==> config.mk <==
export PLATFORM = sky130hd
export DESIGN_NAME = vx_sched_wctl_driver
export DESIGN_NICKNAME = d
export VERILOG_FILES = /design/src/rtl/vx_sched_wctl_driver.sv
export SDC_FILE = /design/constraint.sdc
export NUM_CORES = 1
export LEC_CHECK = 0
export BUFFER_PORTS_ARGS = -buffer_cell sky130_fd_sc_hd__buf_2
export CAP_MARGIN = 20
export CORE_MARGIN = 5
export CORE_UTILIZATION = 59
export DETAILED_ROUTE_END_ITERATION = 7
export MAX_ROUTING_LAYER = met4
export PLACE_DENSITY = 0.83
export SETUP_SLACK_MARGIN = 0.4
export SLEW_MARGIN = 10
export SYNTH_ARGS = -nofsm -noshare
export SYNTH_HDL_FRONTEND = slang
export SYNTH_SLANG_ARGS = --single-unit
==> constraint.sdc <==
create_clock -name clk -period 3.7 [get_ports clk]
set_input_delay 0.74 -clock clk [delete_from_list [all_inputs] [get_ports clk]]
set_output_delay 0.74 -clock clk [all_outputs]
set_load 0.03 [all_outputs]
==> src/rtl/vx_sched_wctl_driver.sv <==
// Warp-control command driver: queues TMC / WSPAWN / JOIN commands and issues them as one-cycle events.
// Define VX_SCHED_DRV_TIMEOUT_EN to enable the WAIT watchdog (sticky timeout_err, command dropped).
//
// state | meaning
// IDLE  | waiting for a queued command to pop
// GAP   | counting down the command's idle-cycle delay
// WAIT  | target warp(s) stalled, command held
// ISSUE | event pulse and payload presented this cycle
module vx_sched_wctl_driver #(
    parameter int NUM_WARPS   = 4,
    parameter int NUM_THREADS = 4,
    parameter int PC_BITS     = 30,
    parameter int FIFO_DEPTH  = 4,
    parameter int TIMEOUT     = 64
) (
    input  logic                         clk,
    input  logic                         reset,
    input  logic                         cmd_valid,
    output logic                         cmd_ready,
    input  logic [1:0]                   cmd_op,
    input  logic [$clog2(NUM_WARPS)-1:0] cmd_wid,
    input  logic [NUM_THREADS-1:0]       cmd_tmask,
    input  logic [NUM_WARPS-1:0]         cmd_wmask,
    input  logic [PC_BITS-1:0]           cmd_pc,
    input  logic [3:0]                   cmd_delay,
    input  logic [NUM_WARPS-1:0]         stalled_warps,
    output logic                         warp_ctl_valid,
    output logic                         wspawn_valid,
    output logic                         join_valid,
    output logic [$clog2(NUM_WARPS)-1:0] wid,
    output logic [NUM_THREADS-1:0]       thread_mask,
    output logic [NUM_WARPS-1:0]         warp_mask,
    output logic [PC_BITS-1:0]           result_pc,
    output logic [15:0]                  issued_count,
    output logic                         timeout_err,
    output logic                         busy
);

    localparam int WID_W = $clog2(NUM_WARPS);
    localparam int PTR_W = $clog2(FIFO_DEPTH);
    localparam logic [PTR_W:0] DEPTH_CNT = (PTR_W+1)'(FIFO_DEPTH);

    localparam logic [1:0] OP_TMC    = 2'd0;
    localparam logic [1:0] OP_WSPAWN = 2'd1;
    localparam logic [1:0] OP_JOIN   = 2'd2;
    localparam logic [1:0] OP_RSVD   = 2'd3;

    typedef struct packed {
        logic [1:0]             op;
        logic [WID_W-1:0]       wid;
        logic [NUM_THREADS-1:0] tmask;
        logic [NUM_WARPS-1:0]   wmask;
        logic [PC_BITS-1:0]     pc;
        logic [3:0]             delay;
    } cmd_t;

    typedef enum logic [1:0] {S_IDLE, S_GAP, S_WAIT, S_ISSUE} state_t;

    cmd_t                   fifo_mem [FIFO_DEPTH];
    cmd_t                   cmd_in;
    cmd_t                   head;
    logic [PTR_W-1:0]       wr_ptr_q, wr_ptr_d, rd_ptr_q, rd_ptr_d;
    logic [PTR_W:0]         count_q, count_d;
    logic                   push, pop, empty, full;

    state_t                 state_q, state_d;
    logic [1:0]             cur_op_q, cur_op_d;
    logic [WID_W-1:0]       cur_wid_q, cur_wid_d;
    logic [NUM_THREADS-1:0] cur_tmask_q, cur_tmask_d;
    logic [NUM_WARPS-1:0]   cur_wmask_q, cur_wmask_d;
    logic [PC_BITS-1:0]     cur_pc_q, cur_pc_d;
    logic [3:0]             gap_q, gap_d;
    logic                   target_free, issue_now;

    logic                   ctl_q, ctl_d, wsp_q, wsp_d, jn_q, jn_d;
    logic [WID_W-1:0]       wid_q, wid_d;
    logic [NUM_THREADS-1:0] tmask_q, tmask_d;
    logic [NUM_WARPS-1:0]   wmask_q, wmask_d;
    logic [PC_BITS-1:0]     pc_q, pc_d;
    logic [15:0]            issued_q, issued_d;

`ifdef VX_SCHED_DRV_TIMEOUT_EN
    localparam int WAIT_W = $clog2(TIMEOUT);
    localparam logic [WAIT_W-1:0] WAIT_LOAD = WAIT_W'(TIMEOUT - 1);
    logic [WAIT_W-1:0]      wait_q, wait_d;
    logic                   err_q, err_d;
`endif

    assign cmd_in = '{op: cmd_op, wid: cmd_wid, tmask: cmd_tmask, wmask: cmd_wmask,
                      pc: cmd_pc, delay: cmd_delay};
    assign head   = fifo_mem[rd_ptr_q];
    assign empty  = (count_q == '0);
    assign full   = (count_q == DEPTH_CNT);
    assign push   = cmd_valid && !full;

    always_comb begin
        wr_ptr_d = push ? wr_ptr_q + 1'b1 : wr_ptr_q;
        rd_ptr_d = pop  ? rd_ptr_q + 1'b1 : rd_ptr_q;
        case ({push, pop})
            2'b10:   count_d = count_q + 1'b1;
            2'b01:   count_d = count_q - 1'b1;
            default: count_d = count_q;
        endcase
    end

    always_ff @(posedge clk) begin
        if (push) begin
            fifo_mem[wr_ptr_q] <= cmd_in;
        end
    end

    // WSPAWN needs every targeted warp free; TMC/JOIN only the addressed warp
    assign target_free = (cur_op_q == OP_WSPAWN) ? ((stalled_warps & cur_wmask_q) == '0)
                                                 : !stalled_warps[cur_wid_q];

    always_comb begin
        state_d     = state_q;
        cur_op_d    = cur_op_q;
        cur_wid_d   = cur_wid_q;
        cur_tmask_d = cur_tmask_q;
        cur_wmask_d = cur_wmask_q;
        cur_pc_d    = cur_pc_q;
        gap_d       = gap_q;
        pop         = 1'b0;
        issue_now   = 1'b0;
`ifdef VX_SCHED_DRV_TIMEOUT_EN
        wait_d      = wait_q;
        err_d       = err_q;
`endif
        case (state_q)
            S_IDLE: begin
                if (!empty) begin
                    pop         = 1'b1;
                    cur_op_d    = head.op;
                    cur_wid_d   = head.wid;
                    cur_tmask_d = head.tmask;
                    cur_wmask_d = head.wmask;
                    cur_pc_d    = head.pc;
                    if (head.op != OP_RSVD) begin
                        gap_d   = head.delay;
                        state_d = S_GAP;
                    end
                end
            end
            S_GAP: begin
                if (gap_q != 4'd0) begin
                    gap_d = gap_q - 4'd1;
                end else if (target_free) begin
                    issue_now = 1'b1;
                end else begin
                    state_d = S_WAIT;
`ifdef VX_SCHED_DRV_TIMEOUT_EN
                    wait_d  = WAIT_LOAD;
`endif
                end
            end
            S_WAIT: begin
                if (target_free) begin
                    issue_now = 1'b1;
                end
`ifdef VX_SCHED_DRV_TIMEOUT_EN
                else if (wait_q == '0) begin
                    err_d   = 1'b1;
                    state_d = S_IDLE;
                end else begin
                    wait_d = wait_q - 1'b1;
                end
`endif
            end
            S_ISSUE: state_d = S_IDLE;
            default: state_d = S_IDLE;
        endcase

        if (issue_now) begin
            state_d = S_ISSUE;
        end

        ctl_d    = issue_now && (cur_op_q == OP_TMC);
        wsp_d    = issue_now && (cur_op_q == OP_WSPAWN);
        jn_d     = issue_now && (cur_op_q == OP_JOIN);
        wid_d    = wid_q;
        tmask_d  = tmask_q;
        wmask_d  = wmask_q;
        pc_d     = pc_q;
        issued_d = issued_q;
        if (issue_now) begin
            wid_d   = cur_wid_q;
            tmask_d = cur_tmask_q;
            wmask_d = (cur_op_q == OP_WSPAWN) ? cur_wmask_q : '0;
            pc_d    = cur_pc_q;
            if (issued_q != 16'hFFFF) begin
                issued_d = issued_q + 16'd1;
            end
        end
    end

    always_ff @(posedge clk or negedge reset) begin
        if (!reset) begin
            wr_ptr_q    <= '0;
            rd_ptr_q    <= '0;
            count_q     <= '0;
            state_q     <= S_IDLE;
            cur_op_q    <= '0;
            cur_wid_q   <= '0;
            cur_tmask_q <= '0;
            cur_wmask_q <= '0;
            cur_pc_q    <= '0;
            gap_q       <= '0;
            ctl_q       <= 1'b0;
            wsp_q       <= 1'b0;
            jn_q        <= 1'b0;
            wid_q       <= '0;
            tmask_q     <= '0;
            wmask_q     <= '0;
            pc_q        <= '0;
            issued_q    <= '0;
`ifdef VX_SCHED_DRV_TIMEOUT_EN
            wait_q      <= '0;
            err_q       <= 1'b0;
`endif
        end else begin
            wr_ptr_q    <= wr_ptr_d;
            rd_ptr_q    <= rd_ptr_d;
            count_q     <= count_d;
            state_q     <= state_d;
            cur_op_q    <= cur_op_d;
            cur_wid_q   <= cur_wid_d;
            cur_tmask_q <= cur_tmask_d;
            cur_wmask_q <= cur_wmask_d;
            cur_pc_q    <= cur_pc_d;
            gap_q       <= gap_d;
            ctl_q       <= ctl_d;
            wsp_q       <= wsp_d;
            jn_q        <= jn_d;
            wid_q       <= wid_d;
            tmask_q     <= tmask_d;
            wmask_q     <= wmask_d;
            pc_q        <= pc_d;
            issued_q    <= issued_d;
`ifdef VX_SCHED_DRV_TIMEOUT_EN
            wait_q      <= wait_d;
            err_q       <= err_d;
`endif
        end
    end

    assign cmd_ready      = !full;
    assign warp_ctl_valid = ctl_q;
    assign wspawn_valid   = wsp_q;
    assign join_valid     = jn_q;
    assign wid            = wid_q;
    assign thread_mask    = tmask_q;
    assign warp_mask      = wmask_q;
    assign result_pc      = pc_q;
    assign issued_count   = issued_q;
    assign busy           = (state_q != S_IDLE) || !empty;
`ifdef VX_SCHED_DRV_TIMEOUT_EN
    assign timeout_err    = err_q;
`else
    assign timeout_err    = 1'b0;
`endif

endmodule

==> results.md <==
* CP max-delay cell: or4b_1
* Register area share after synthesis at 72.5%
* Simple-Gate Fraction of Synth Area at 7.91%
* FMAX at 0.343 GHz
* Clock root cell: clkbuf_16
* Core Region at 19400 µm²
* CP Capture Type: output port
* Top_reg_cell synth: edfxtp_1
* Post-synthesis cell type count at 46
* Tightest Pin Transition at roughly 800 ps
* Initial DRC Count at 363
* Remaining Overflow, GRT at 0
* CTS Buf Count at 29
* Crit-path cells: inv_1 -> ha_1 -> or4b_1 -> buf_2
* Die Span Y at 150 µm
* Synth Area in Compound Gates at 1.70%
* Fraction of layout cells with a size suffix above 1 at 30.2%
* Clock Path Buffers at 3
* Worst-path clk slew at approximately 60 ps
* Initial antenna violation count at 4
* CP max FO at 8
* Slew HR at 47.3%
* Post-synth top area share at 47.8%
* Vias after detailed routing at 6344
* Net count, final at about 900
* Number of flops mapped to enable cells by yosys at 184
* Setup_tns at 0 ps
* Number of core rows at about 50
* Cells after synthesis at about 700
* Crit path max-delay family: simple AND/OR/NAND/NOR gates
* CTS sink cnt at 298
* Fin. max-slew vios at 0
* CTS tree: done
* Max-cap viol count at 0
* Non-Filler Instances at approximately 1100
* Avg Synthesized Cell Area at 16.4 µm²
* Maximum number of pins on one net before global-route repair at 59
* Routed wire length at 22700 µm
* Area Growth Syn to Fin at 16.6%
* # setup viols final at 0
* Cts repair resizes at 0
* Post-synthesis register bit count at 298
* Final core utilization at 69.5%
* Worst R2R Path Depth at 8
* Synth area leaders: edfxtp_1 (48%), dfrtp_1 (25%), mux4_2 (9.0%), nand2_1 (4.3%), mux2_2 (3.0%)
* DRT antenna net count at 0
* Crit start category: register
* Synth Area in XOR/XNOR at under 10%
* Die Span X at 150 µm
* Syn Std Cell Area at 11600 µm²
* Largest family of logic cells by synthesized area: multiplexers
* Final Hold Fails at 0
* Async SR Flop Fraction at 38.3%
* WS Path Type: reg -> out
* Die ar. at 22500 µm²
* Top-Level Pins at 115
* Total GRT Usage at 21.4%
* Post-DP HPWL at roughly 14000 µm
* Buffers on Ports at about 110
* First-pass GRT wire length at 36100 µm
* Layout Skew at 18.0 ps
* GP Congestion at 0.830
* RSZ-0062 raised after global routing: no
* Critical path's largest stage delay at around 520 ps
* Total iterations of the first detailed-routing run at 4
* Dpl cells at 1066
* Leakage power at 5.53 nW
* Drt wl/cell at 20.2 µm
* CP required at 2960 ps
* PwrDens at 846 nW/µm²
* Initial core utilization at 59.6%
* Status: finished, final reports clean
* Clk_lat worst skew at 540 ps
* Syn Nets at 770
* Fin crit share at roughly 79%
* Fin Hold WS at 281 ps
* VDD IR max at just under 0.0007 V
* Post-CTS Setup Repair Bufs at 0
* Stages on the worst setup path at 4
* Adder-cell share of the synthesized area at 1.47%
* CTS HTree Levels at 1
* Mux contribution to synthesized area at around an eighth
* DRC viols at 0
* Hold_buf cts at 0
* Vias per inst at approximately 5.6
* Synth area leader: edfxtp_1
* Fill cells at 1252
* Synth warn at 0
* Vias in the first global route at 6658
* CP Buf/Inv Count at 2
* Post-layout minimum cycle time at 2920 ps
* Critical path arrival at 2180 ps
* Min-delay worst type: in -> async
-- cell type report --
type,instances,area (µm²),share of cell area (%)
flip-flops and latches,298,8380,62.2
multi-input cells,354,3000,22.2
clock buffers,41,801,5.94
repair buffers,128,706,5.24
well taps,265,332,2.46
clock inverters,13,168,1.24
inverters,21,78.8,0.585
diodes,5,12.5,0.0928
-- worst register-to-register path: stages (launching register included) --
cell,delay (ps)
dfrtp_1,410
inv_1,90
ha_1,420
and4bb_2,350
o21ai_1,120
a31oi_4,560
buf_12,260
nand3_1,90
mux2_1,310
-- cell usage after synthesis, types with 5 or more instances --
cell,instances
a21oi_1,7
and3_1,12
buf_2,11
clkbuf_1,14
dfrtp_1,114
edfxtp_1,184
ha_1,12
inv_1,20
mux2_1,8
mux2_2,31
mux2i_1,5
mux4_2,46
nand2_1,131
nand3_1,17
nand4_1,10
nor2_1,9
o21ai_0,9
xnor2_1,16
-- stage by stage --
stage / power, mW / instance area, µm² / setup WS, ps
floorplan: 7.44 / 11600 / 1100
global placement: 8.35 / 12500 / 1090
detailed placement: 8.49 / 12500 / 1020
CTS: 11.5 / 13500 / 790
global route: 12.0 / 13500 / 695
finish: 11.4 / 13500 / 781
-- cell usage in the layout, fill, tap and decap left out, drive strengths merged, types with 3 or more instances in the layout --
master	netlist	final
inv	21	23
and3	12	12
nand3	17	17
nand4	10	10
and2	3	3
nand2	131	131
a22oi	3	3
nand2b	4	4
buf	17	128
clkinv	0	7
nand3b	3	3
bufinv	0	4
o21ai	12	12
dfrtp	114	114
mux4	46	46
mux2	39	39
nor3	4	4
a21oi	7	7
mux2i	5	5
clkbuf	14	41
xnor2	16	16
diode	0	5
nor2	9	9
ha	12	12
edfxtp	184	184
-- where the power goes --
part / internal [mW] / switching [mW]
combinational: 1.36 / 2.08
sequential: 4.49 / 0.511
clock: 1.78 / 1.18
total: 7.63 / 3.76
-- flip-flops by register name, indices dropped and copies added (netlist names), 3 cells and up --
signal and count:
count_q 3, cur_pc_q 30, cur_tmask_q 4, cur_wmask_q 4
fifo_mem 184, gap_q 4, issued_count 16, result_pc 30
thread_mask 4, warp_mask 4
-- logic make-up after synthesis --
family                     Yosys count
and+or+nand+nor                    202
DFF                                298
other                                1
adders and majority gates           13
buffers and inverters               52
AOI/OAI and AO/OA                   30
muxes                               90
xor gates and xnor gates            18
-- worst paths after layout --
| kind | from | end | slack (ps) |
|---|---|---|---|
| worst max register to register | state_q[1] | issued_count[15] | 970 |
| worst min-delay path | reset | gap_q[0] | 280 |
| worst max-delay path | state_q[0] | busy | 780 |
| min in group clk | cmd_pc[0] | fifo_mem[1][4] | 410 |
| worst min register to register | cur_pc_q[8] | cur_pc_q[8] | 480 |
| max in group asynchronous | reset | issued_count[8] | 2400 |
-- metal layers --
layer	GRT usage, %	routed length (µm)	vias to the layer above
li1	-	-	2855
met1	28.1	9310	3206
met2	34.8	11300	235
met3	3.85	1490	48
met4	6.22	609	0
met5	-	0	-
(Power assumes the default switching activity.)
